**config.mk**
```make
export PLATFORM = sky130hd
export DESIGN_NAME = mem_arbiter_flat
export DESIGN_NICKNAME = d
export VERILOG_FILES = /design/src/rtl/mem_arbiter_if.sv /design/src/rtl/mem_arbiter.sv /design/src/flat_wrapper.sv
export SDC_FILE = /design/constraint.sdc
export NUM_CORES = 1
export LEC_CHECK = 0
export CAP_MARGIN = 20
export CORE_UTILIZATION = 35
export DETAILED_ROUTE_END_ITERATION = 10
export PLACE_DENSITY_LB_ADDON = 0.08
export SYNTH_ARGS = -nofsm -noshare
export SYNTH_HDL_FRONTEND = slang
export SYNTH_SLANG_ARGS = --single-unit
export TNS_END_PERCENT = 1
```
**constraint.sdc**
```tcl
create_clock -name clk -period 1.85 [get_ports clk]
set_input_delay 0.37 -clock clk [delete_from_list [all_inputs] [get_ports clk]]
set_output_delay 0.37 -clock clk [all_outputs]
set_load 0.02 [all_outputs]
```
**src/rtl/mem_arbiter_if.sv**
```systemverilog
// Bus bundle between the two requesters (CPU, loader), the shared RAM and
// the arbiter. The arbiter connects through the slave modport.
interface mem_arbiter_if #(
  parameter int unsigned DW = 32,
  parameter int unsigned AW = 10
);
  logic          cpu_req;
  logic          cpu_we;
  logic [AW-1:0] cpu_addr;
  logic [DW-1:0] cpu_wdata;
  logic          cpu_ack;
  logic [DW-1:0] cpu_rdata;

  logic          ld_req;
  logic          ld_we;
  logic [AW-1:0] ld_addr;
  logic [DW-1:0] ld_wdata;
  logic          ld_ack;
  logic [DW-1:0] ld_rdata;

  logic          mem_we;
  logic [AW-1:0] mem_addr;
  logic [DW-1:0] mem_wdata;
  logic [DW-1:0] mem_rdata;

  logic          busy;

  modport slave (
    input  cpu_req, cpu_we, cpu_addr, cpu_wdata,
    output cpu_ack, cpu_rdata,
    input  ld_req, ld_we, ld_addr, ld_wdata,
    output ld_ack, ld_rdata,
    output mem_we, mem_addr, mem_wdata,
    input  mem_rdata,
    output busy
  );

  modport master (
    output cpu_req, cpu_we, cpu_addr, cpu_wdata,
    input  cpu_ack, cpu_rdata,
    output ld_req, ld_we, ld_addr, ld_wdata,
    input  ld_ack, ld_rdata,
    input  mem_we, mem_addr, mem_wdata,
    output mem_rdata,
    input  busy
  );
endinterface

```
**src/rtl/mem_arbiter.sv**
```systemverilog
// Two-port round-robin arbiter sharing one RAM between the CPU (port 0)
// and the program/data loader (port 1). Each transfer is IDLE -> ACCESS -> DONE.
module mem_arbiter #(
  parameter int unsigned DW = 32,
  parameter int unsigned AW = 10
) (
  input  logic           clk,
  input  logic           rst,
  mem_arbiter_if.slave   bus
);

  typedef enum logic [1:0] {
    S_IDLE,
    S_ACCESS,
    S_DONE
  } state_t;

  state_t        state_q, state_d;
  logic          sel_q, sel_d;
  logic          last_q, last_d;
  logic          cpu_ack_q, cpu_ack_d;
  logic          ld_ack_q, ld_ack_d;
  logic [DW-1:0] cpu_rdata_q, cpu_rdata_d;
  logic [DW-1:0] ld_rdata_q, ld_rdata_d;
  logic          busy_q, busy_d;

  // State and registered outputs; synchronous active-low reset.
  always_ff @(posedge clk) begin
    if (!rst) begin
      state_q     <= S_IDLE;
      sel_q       <= 1'b0;
      last_q      <= 1'b1;
      cpu_ack_q   <= 1'b0;
      ld_ack_q    <= 1'b0;
      cpu_rdata_q <= '0;
      ld_rdata_q  <= '0;
      busy_q      <= 1'b0;
    end else begin
      state_q     <= state_d;
      sel_q       <= sel_d;
      last_q      <= last_d;
      cpu_ack_q   <= cpu_ack_d;
      ld_ack_q    <= ld_ack_d;
      cpu_rdata_q <= cpu_rdata_d;
      ld_rdata_q  <= ld_rdata_d;
      busy_q      <= busy_d;
    end
  end

  // Next-state logic: grant, read capture, ack generation.
  // Acks and busy are computed from the next state so that the registered
  // copies line up with the DONE cycle and the non-IDLE states respectively.
  always_comb begin
    state_d     = state_q;
    sel_d       = sel_q;
    last_d      = last_q;
    cpu_ack_d   = 1'b0;
    ld_ack_d    = 1'b0;
    cpu_rdata_d = cpu_rdata_q;
    ld_rdata_d  = ld_rdata_q;

    case (state_q)
      S_IDLE: begin
        if (bus.cpu_req && bus.ld_req) begin
          sel_d   = ~last_q;
          state_d = S_ACCESS;
        end else if (bus.cpu_req) begin
          sel_d   = 1'b0;
          state_d = S_ACCESS;
        end else if (bus.ld_req) begin
          sel_d   = 1'b1;
          state_d = S_ACCESS;
        end
      end
      S_ACCESS: begin
        last_d  = sel_q;
        state_d = S_DONE;
        if (sel_q) begin
          ld_ack_d = 1'b1;
          if (!bus.ld_we) ld_rdata_d = bus.mem_rdata;
        end else begin
          cpu_ack_d = 1'b1;
          if (!bus.cpu_we) cpu_rdata_d = bus.mem_rdata;
        end
      end
      S_DONE: begin
        state_d = S_IDLE;
      end
      default: begin
        state_d = S_IDLE;
      end
    endcase

    busy_d = (state_d != S_IDLE);
  end

  // RAM port decode: address/data follow sel; write strobe only in ACCESS.
  always_comb begin
    bus.mem_addr  = sel_q ? bus.ld_addr  : bus.cpu_addr;
    bus.mem_wdata = sel_q ? bus.ld_wdata : bus.cpu_wdata;
    bus.mem_we    = (state_q == S_ACCESS) && (sel_q ? bus.ld_we : bus.cpu_we);
  end

  assign bus.cpu_ack   = cpu_ack_q;
  assign bus.ld_ack    = ld_ack_q;
  assign bus.cpu_rdata = cpu_rdata_q;
  assign bus.ld_rdata  = ld_rdata_q;
  assign bus.busy      = busy_q;

endmodule

```
**src/flat_wrapper.sv**
```systemverilog
// flat-port wrapper written by rule: the top's interface ports become plain ports
module mem_arbiter_flat 
#(
  parameter int unsigned DW = 32,
  parameter int unsigned AW = 10
)
  (clk, rst, bus_cpu_req, bus_cpu_we, bus_cpu_addr, bus_cpu_wdata, bus_cpu_ack, bus_cpu_rdata, bus_ld_req, bus_ld_we, bus_ld_addr, bus_ld_wdata, bus_ld_ack, bus_ld_rdata, bus_mem_we, bus_mem_addr, bus_mem_wdata, bus_mem_rdata, bus_busy);
  mem_arbiter_if #(.DW(DW), .AW(AW)) bus_i ();
  input  logic clk;
  input  logic rst;
  input wire logic [$bits(bus_i.cpu_req)-1:0] bus_cpu_req;
  input wire logic [$bits(bus_i.cpu_we)-1:0] bus_cpu_we;
  input wire logic [$bits(bus_i.cpu_addr)-1:0] bus_cpu_addr;
  input wire logic [$bits(bus_i.cpu_wdata)-1:0] bus_cpu_wdata;
  output wire logic [$bits(bus_i.cpu_ack)-1:0] bus_cpu_ack;
  output wire logic [$bits(bus_i.cpu_rdata)-1:0] bus_cpu_rdata;
  input wire logic [$bits(bus_i.ld_req)-1:0] bus_ld_req;
  input wire logic [$bits(bus_i.ld_we)-1:0] bus_ld_we;
  input wire logic [$bits(bus_i.ld_addr)-1:0] bus_ld_addr;
  input wire logic [$bits(bus_i.ld_wdata)-1:0] bus_ld_wdata;
  output wire logic [$bits(bus_i.ld_ack)-1:0] bus_ld_ack;
  output wire logic [$bits(bus_i.ld_rdata)-1:0] bus_ld_rdata;
  output wire logic [$bits(bus_i.mem_we)-1:0] bus_mem_we;
  output wire logic [$bits(bus_i.mem_addr)-1:0] bus_mem_addr;
  output wire logic [$bits(bus_i.mem_wdata)-1:0] bus_mem_wdata;
  input wire logic [$bits(bus_i.mem_rdata)-1:0] bus_mem_rdata;
  output wire logic [$bits(bus_i.busy)-1:0] bus_busy;
  assign bus_i.cpu_req = bus_cpu_req;
  assign bus_i.cpu_we = bus_cpu_we;
  assign bus_i.cpu_addr = bus_cpu_addr;
  assign bus_i.cpu_wdata = bus_cpu_wdata;
  assign bus_cpu_ack = bus_i.cpu_ack;
  assign bus_cpu_rdata = bus_i.cpu_rdata;
  assign bus_i.ld_req = bus_ld_req;
  assign bus_i.ld_we = bus_ld_we;
  assign bus_i.ld_addr = bus_ld_addr;
  assign bus_i.ld_wdata = bus_ld_wdata;
  assign bus_ld_ack = bus_i.ld_ack;
  assign bus_ld_rdata = bus_i.ld_rdata;
  assign bus_mem_we = bus_i.mem_we;
  assign bus_mem_addr = bus_i.mem_addr;
  assign bus_mem_wdata = bus_i.mem_wdata;
  assign bus_i.mem_rdata = bus_mem_rdata;
  assign bus_busy = bus_i.busy;
  mem_arbiter #(.DW(DW), .AW(AW)) u_core (.clk(clk), .rst(rst), .bus(bus_i));
endmodule
```
# --- After elaboration in Yosys (flattened, before gate mapping) ---
# Cells that the tools add are included.
totals:
  inputBits: 122
  n_memories: 0
  regBits: 71
  latch_bits: 0
  romBits: 0
  ram_bits: 0
  out_inout_bits: 110
  elab_cells: 34
classes:
  n_mul: 0
  bitwise_logic: 4
  reduce_logical: 9
  eq_ne: 1
  n_mux: 12
  shifts: 0
  div_mod_pow: 0
  add_sub_neg: 0
  n_lt_le_gt_ge: 0
ops:
  columns: ["cell", "n"]
  rows:
  - ["two-way mux 32 bit", 1]
  - ["two-way mux 10 bit", 1]
  - ["two-way mux 1 bit", 6]
  - ["two-way mux 2 bit", 3]
  - ["AND reduction 3 bit", 2]
  - ["NOT 1 bit", 4]
  - ["one-hot mux 2 bit (2 select lines)", 1]
  - ["AND reduction 2 bit", 2]
  - ["nonzero test 3 bit", 1]
  - ["equality test 2 x 1 -> 1 bit, second input constant", 1]
  - ["logical AND 1 bit", 2]
  - ["zero test 2 bit", 1]
  - ["nonzero test 2 bit", 1]

# --- Longest topological paths before layout ---
logic_depth:
  word_depth: 5
  ltp_mapped: 5
  ltp_nobuf: 2

# --- Worst setup path before layout ---
# OpenSTA, ideal clock, no wires.
synth_path:
  kind: "reg2out"
  from: "register u_core.sel_q"
  to: "output bus_mem_wdata[10]"
  arrival_time_ns: 1.232
  t_required_ns: 1.480
  n_path_buf: 2
  path_stages_with_launch: 4
  slack_ns: 0.248
  cell_sequence: "dfxtp_1 -> buf_2 -> buf_2 -> mux2_2"
synth_via:
  elab_chain_len: 1
synth_rtl:
  columns: ["item", "line_no", "rtl"]
  rows:
  - ["start: declaration", "mem_arbiter.sv:19", "logic sel_q, sel_d;"]
  - ["start signal: assignment", "mem_arbiter.sv:40", "sel_q <= sel_d;"]
  - ["two-way mux 32 bit", "mem_arbiter.sv:100", "bus.mem_wdata = sel_q ? bus.ld_wdata : bus.cpu_wdata;"]
  - ["end: declaration", "flat_wrapper.sv:25", "output wire logic [$bits(bus_i.mem_wdata)-1:0] bus_mem_wdata;"]
# Every way passes these cells.

# --- Worst setup path after layout ---
layout_path:
  from: "register u_core.sel_q"
  to: "output bus_mem_addr[4]"
layout_via:
  elab_chain_len: 1
layout_rtl:
  columns: ["item", "line_no", "rtl"]
  rows:
  - ["two-way mux 10 bit", "mem_arbiter.sv:99", "bus.mem_addr = sel_q ? bus.ld_addr : bus.cpu_addr;"]
  - ["end: declaration", "flat_wrapper.sv:24", "output wire logic [$bits(bus_i.mem_addr)-1:0] bus_mem_addr;"]
# Every way passes these cells.

==> impl_metrics.json <==
{
  "relative_slew_slack_pct": 79.2,
  "synth_top_family_by_area": "multiplexers",
  "route.vias.total": 3093,
  "setup-violations-final": 0,
  "antenna_violation_net_count_after_detailed_routing": 0,
  "cts.sink_count": 71,
  "worstReg2RegEnd": "u_core.bus.cpu_rdata[11]",
  "post_synth_xor_area_fraction_pct": 0,
  "worst_setup_path_end_kind": "output port",
  "synth-compound-area-share_pct": 0.940,
  "post_drt_via_cell_ratio": 4.67,
  "worst_clock_skew_ps": 8.08,
  "die_w_um": 97.5,
  "cellLeakagePower_nw": 2.45,
  "global_route.usage.met2_pct": 37.0,
  "outcome": "complete, no violations",
  "synth_largest_area_cell": "sky130_fd_sc_hd__dfxtp_1",
  "buffer_ports.inserted": 231,
  "routed_wl_um": 10400,
  "reg2reg_slack_ps": 350,
  "mostFrequentLayoutCell": "sky130_fd_sc_hd__clkdlybuf4s50_1",
  "layout-drive-gt1-share_pct": 21.5,
  "critical_path_launch_point_type": "flip-flop",
  "final_hold_viol_count": 0,
  "final_core_area_utilization_pct": 66.7,
  "max_cap_violations": 0,
  "regToRegStartpoint": "u_core.sel_q",
  "insertion_delay_ps": 340,
  "via_count_of_the_first_global_routing_pass": 2980,
  "synth_area_per_cell_um2": 10.1,
  "total_power_mw": 4.14,
  "clock_tree.root_cell": "sky130_fd_sc_hd__clkbuf_8",
  "power.net_switching_mw": 1.05,
  "synth.ff_latch_count": 71,
  "hpwlAfterDp_um": 7750,
  "placed_cells": 643,
  "timing.critical_path.buf_inv": 2,
  "syn-cell-area_um2": 3190,
  "seq_power_share_pct": 38.8,
  "final_min_period_over_clock_period_pct": 99.0,
  "timing.critical_path.from": "u_core.sel_q",
  "simple_gate_fraction_of_synth_area_pct": 14.7,
  "area.growth.synth_to_final_pct": 82.9,
  "critPathSlowestCell": "sky130_fd_sc_hd__dfxtp_4",
  "timing.fmax_ghz": 0.546,
  "i_o_pin_cnt": 232,
  "placed_area_um2": 5670,
  "core_region_area_um2": 8760,
  "timing.final.max_slew_violations": 0,
  "tritoncts_clock_tree": "built",
  "clkSlewWorstSetupHoldPaths_ps": 70,
  "crit_path_max_incr_delay_ps": 450,
  "post_synth_fa_ha_maj_area_fraction_pct": 0,
  "grt_setup_unrepaired": "true",
  "global_route_wire_length_before_repair_um": 16200,
  "critical_path_peak_fanout": 10,
  "final.setup.worst_slack_ps": 19.4,
  "drtPass1Iterations": 4,
  "layout_common_cells": "187 x sky130_fd_sc_hd__clkdlybuf4s50_1, 96 x sky130_fd_sc_hd__nand2_1, 70 x sky130_fd_sc_hd__dfxtp_1",
  "row_count": 34,
  "final.fill_count": 724,
  "total_number_of_cells_along_the_worst_setup_path": 3,
  "nNetsFinal": 671,
  "layoutNonFillerInstCount": 662,
  "cts-hold-fix-buffers": 0,
  "main_area_contributors_after_synthesis": "sky130_fd_sc_hd__dfxtp_1 44%, sky130_fd_sc_hd__mux2i_1 20%, sky130_fd_sc_hd__mux2_2 15%",
  "netSwitchingFraction_pct": 25.4,
  "rr_worst_depth": 4,
  "vdd_drop_max_v": 0.000486,
  "worst-endpoint-required_ps": 1480,
  "syn_nets": 439,
  "p_comb_share_pct": 24.7,
  "groute.layer.met3.usage_pct": 5.90,
  "pre_cts_slack_ps": -193,
  "grt_use_total_pct": 21.8,
  "post_synth_top_area_share_pct": 44.5,
  "die_height_um": 97.5,
  "timing.hold.worst.class": "input port to flip-flop",
  "share_clk_of_total_power_pct": 36.5,
  "gp_congestion": 0.746,
  "synth.lib_cells_used.distinct": 24,
  "htree_num_levels": 3,
  "n_antenna_cell": 0,
  "route.detailed.drc": 0,
  "synth_warnings": 0,
  "grt.busiest_layer": "met2",
  "power_report.internal_total_mw": 3.09,
  "post_synth_inst_count": 317,
  "clock_tree.buffer_depth": 2,
  "cp-endpoint": "bus_mem_addr[4]",
  "detail_route.wl_per_cell_um": 15.8,
  "synthMuxAreaShare_pct": 35.2,
  "criticalPathCategory": "flip-flop to output port",
  "initialDrtViolationCount": 103,
  "final_period_minus_worst_setup_slack_ps": 1830,
  "cts-buffers-inserted": 9,
  "worst_slew_pin_slew_ps": 312,
  "start_util_pct": 36.5,
  "floorplan_die_area_um2": 9510,
  "gr-usage-met1_pct": 26.5,
  "stdcell_area_um2": 5840,
  "timing.critical_path.arrival_ps": 1460,
  "global_route.overflow_total": 0,
  "power_per_cell_area_nw_per_um2": 709,
  "critical_path.cell_chain": "buf_12 -> mux2_2 -> buf_2",
  "seq_area_frac_synth_pct": 44.5,
  "grt_max_degree": 51,
  "critical-path-top-delay-family": "flip-flops",
  "grt_antenna_before_repair": 0
}
what timing repair did:
item / in CTS / in global routing
cloned: 2 / 1
buffers inserted: 2 / 0
gates resized for setup: 171 / 16
endpoints found under the setup margin: 41 / 26
pin swaps: 0 / 0
sequential cells by signal (all words and copies together) (netlist names):
register,count
u_core.bus.ld_rdata,32
u_core.last_q,1
u_core.sel_q,1
u_core.bus.cpu_ack,1
u_core.bus.busy,1
u_core.bus.ld_ack,1
u_core.bus.cpu_rdata,32
u_core.state_q,2
stage by stage:
stage	setup TNS (ps)	hold slack (ps)
3_5_place_dp	-4510	449
6_report	0	393
3_3_place_gp	-4260	442
5_1_grt	-402	397
4_1_cts	-745	388
2_1_floorplan	0	466
logic make-up after synthesis:
| kind of cell | Yosys count |
|---|---|
| AOI/OAI and AO/OA | 4 |
| buffers and inverters | 26 |
| DFF | 71 |
| muxes | 107 |
| and+or+nand+nor | 109 |
routing by layer:
metal | vias up | share of wire (%) | routed length [um]
met5 | - | 0 | 0
li1 | 1531 | - | -
met3 | 14 | 6.8 | 706
met1 | 1428 | 43 | 4510
met4 | 0 | 1.6 | 168
met2 | 120 | 48 | 5070
power by group through the flow:
stage                     Clock [mW]  Sequential, mW  Combinational, mW
after floorplan                    0            1.69              0.409
after global placement             0            1.63               1.04
after detailed placement           0            1.64               1.05
after CTS                       1.55            1.60               1.03
after global routing            1.62            1.61               1.08
final                           1.51            1.61               1.02
cell usage after synthesis, drive strengths merged:
cell     instances
nor4b            1
mux2            42
and2             1
nor2b            2
clkbuf           7
o21ai            1
nor3b            2
nand3b           1
a21boi           1
o211ai           1
and3             1
nand2           96
buf             18
nand4bb          1
nor3             2
and3b            1
or3b             1
mux2i           65
a32o             1
inv              1
dfxtp           71
final cells by class:
type                            instances  area, um2  area share, %
Tap cell                              108        135           2.31
Multi-Input combinational cell        220       1670           28.5
Timing Repair Buffer                  246       2370           40.5
Clock inverter                          5        104           1.78
Inverter                                1       3.75         0.0643
Sequential cell                        71       1430           24.4
Clock buffer                           11        141           2.42
worst reg2reg max path, cell delays in order (launching register included):
cell and delay [ps]:
sky130_fd_sc_hd__dfxtp_4 410, sky130_fd_sc_hd__buf_12 160, sky130_fd_sc_hd__nor4b_4 320, sky130_fd_sc_hd__buf_12 290
sky130_fd_sc_hd__mux2i_1 250
how the worst min path moves through the flow:
stage / slack, ps / start / cells past startpoint / to
finish: 390 / rst / 2 / u_core.last_q
global route: 400 / rst / 2 / u_core.last_q
CTS: 390 / rst / 2 / u_core.last_q
detailed placement: 450 / u_core.bus.cpu_rdata[18] / 2 / u_core.bus.cpu_rdata[18]
global placement: 440 / u_core.bus.cpu_rdata[8] / 2 / u_core.bus.cpu_rdata[8]
floorplan: 470 / u_core.last_q / 2 / u_core.last_q
No activity file was read; power rests on OpenSTA's default activity.
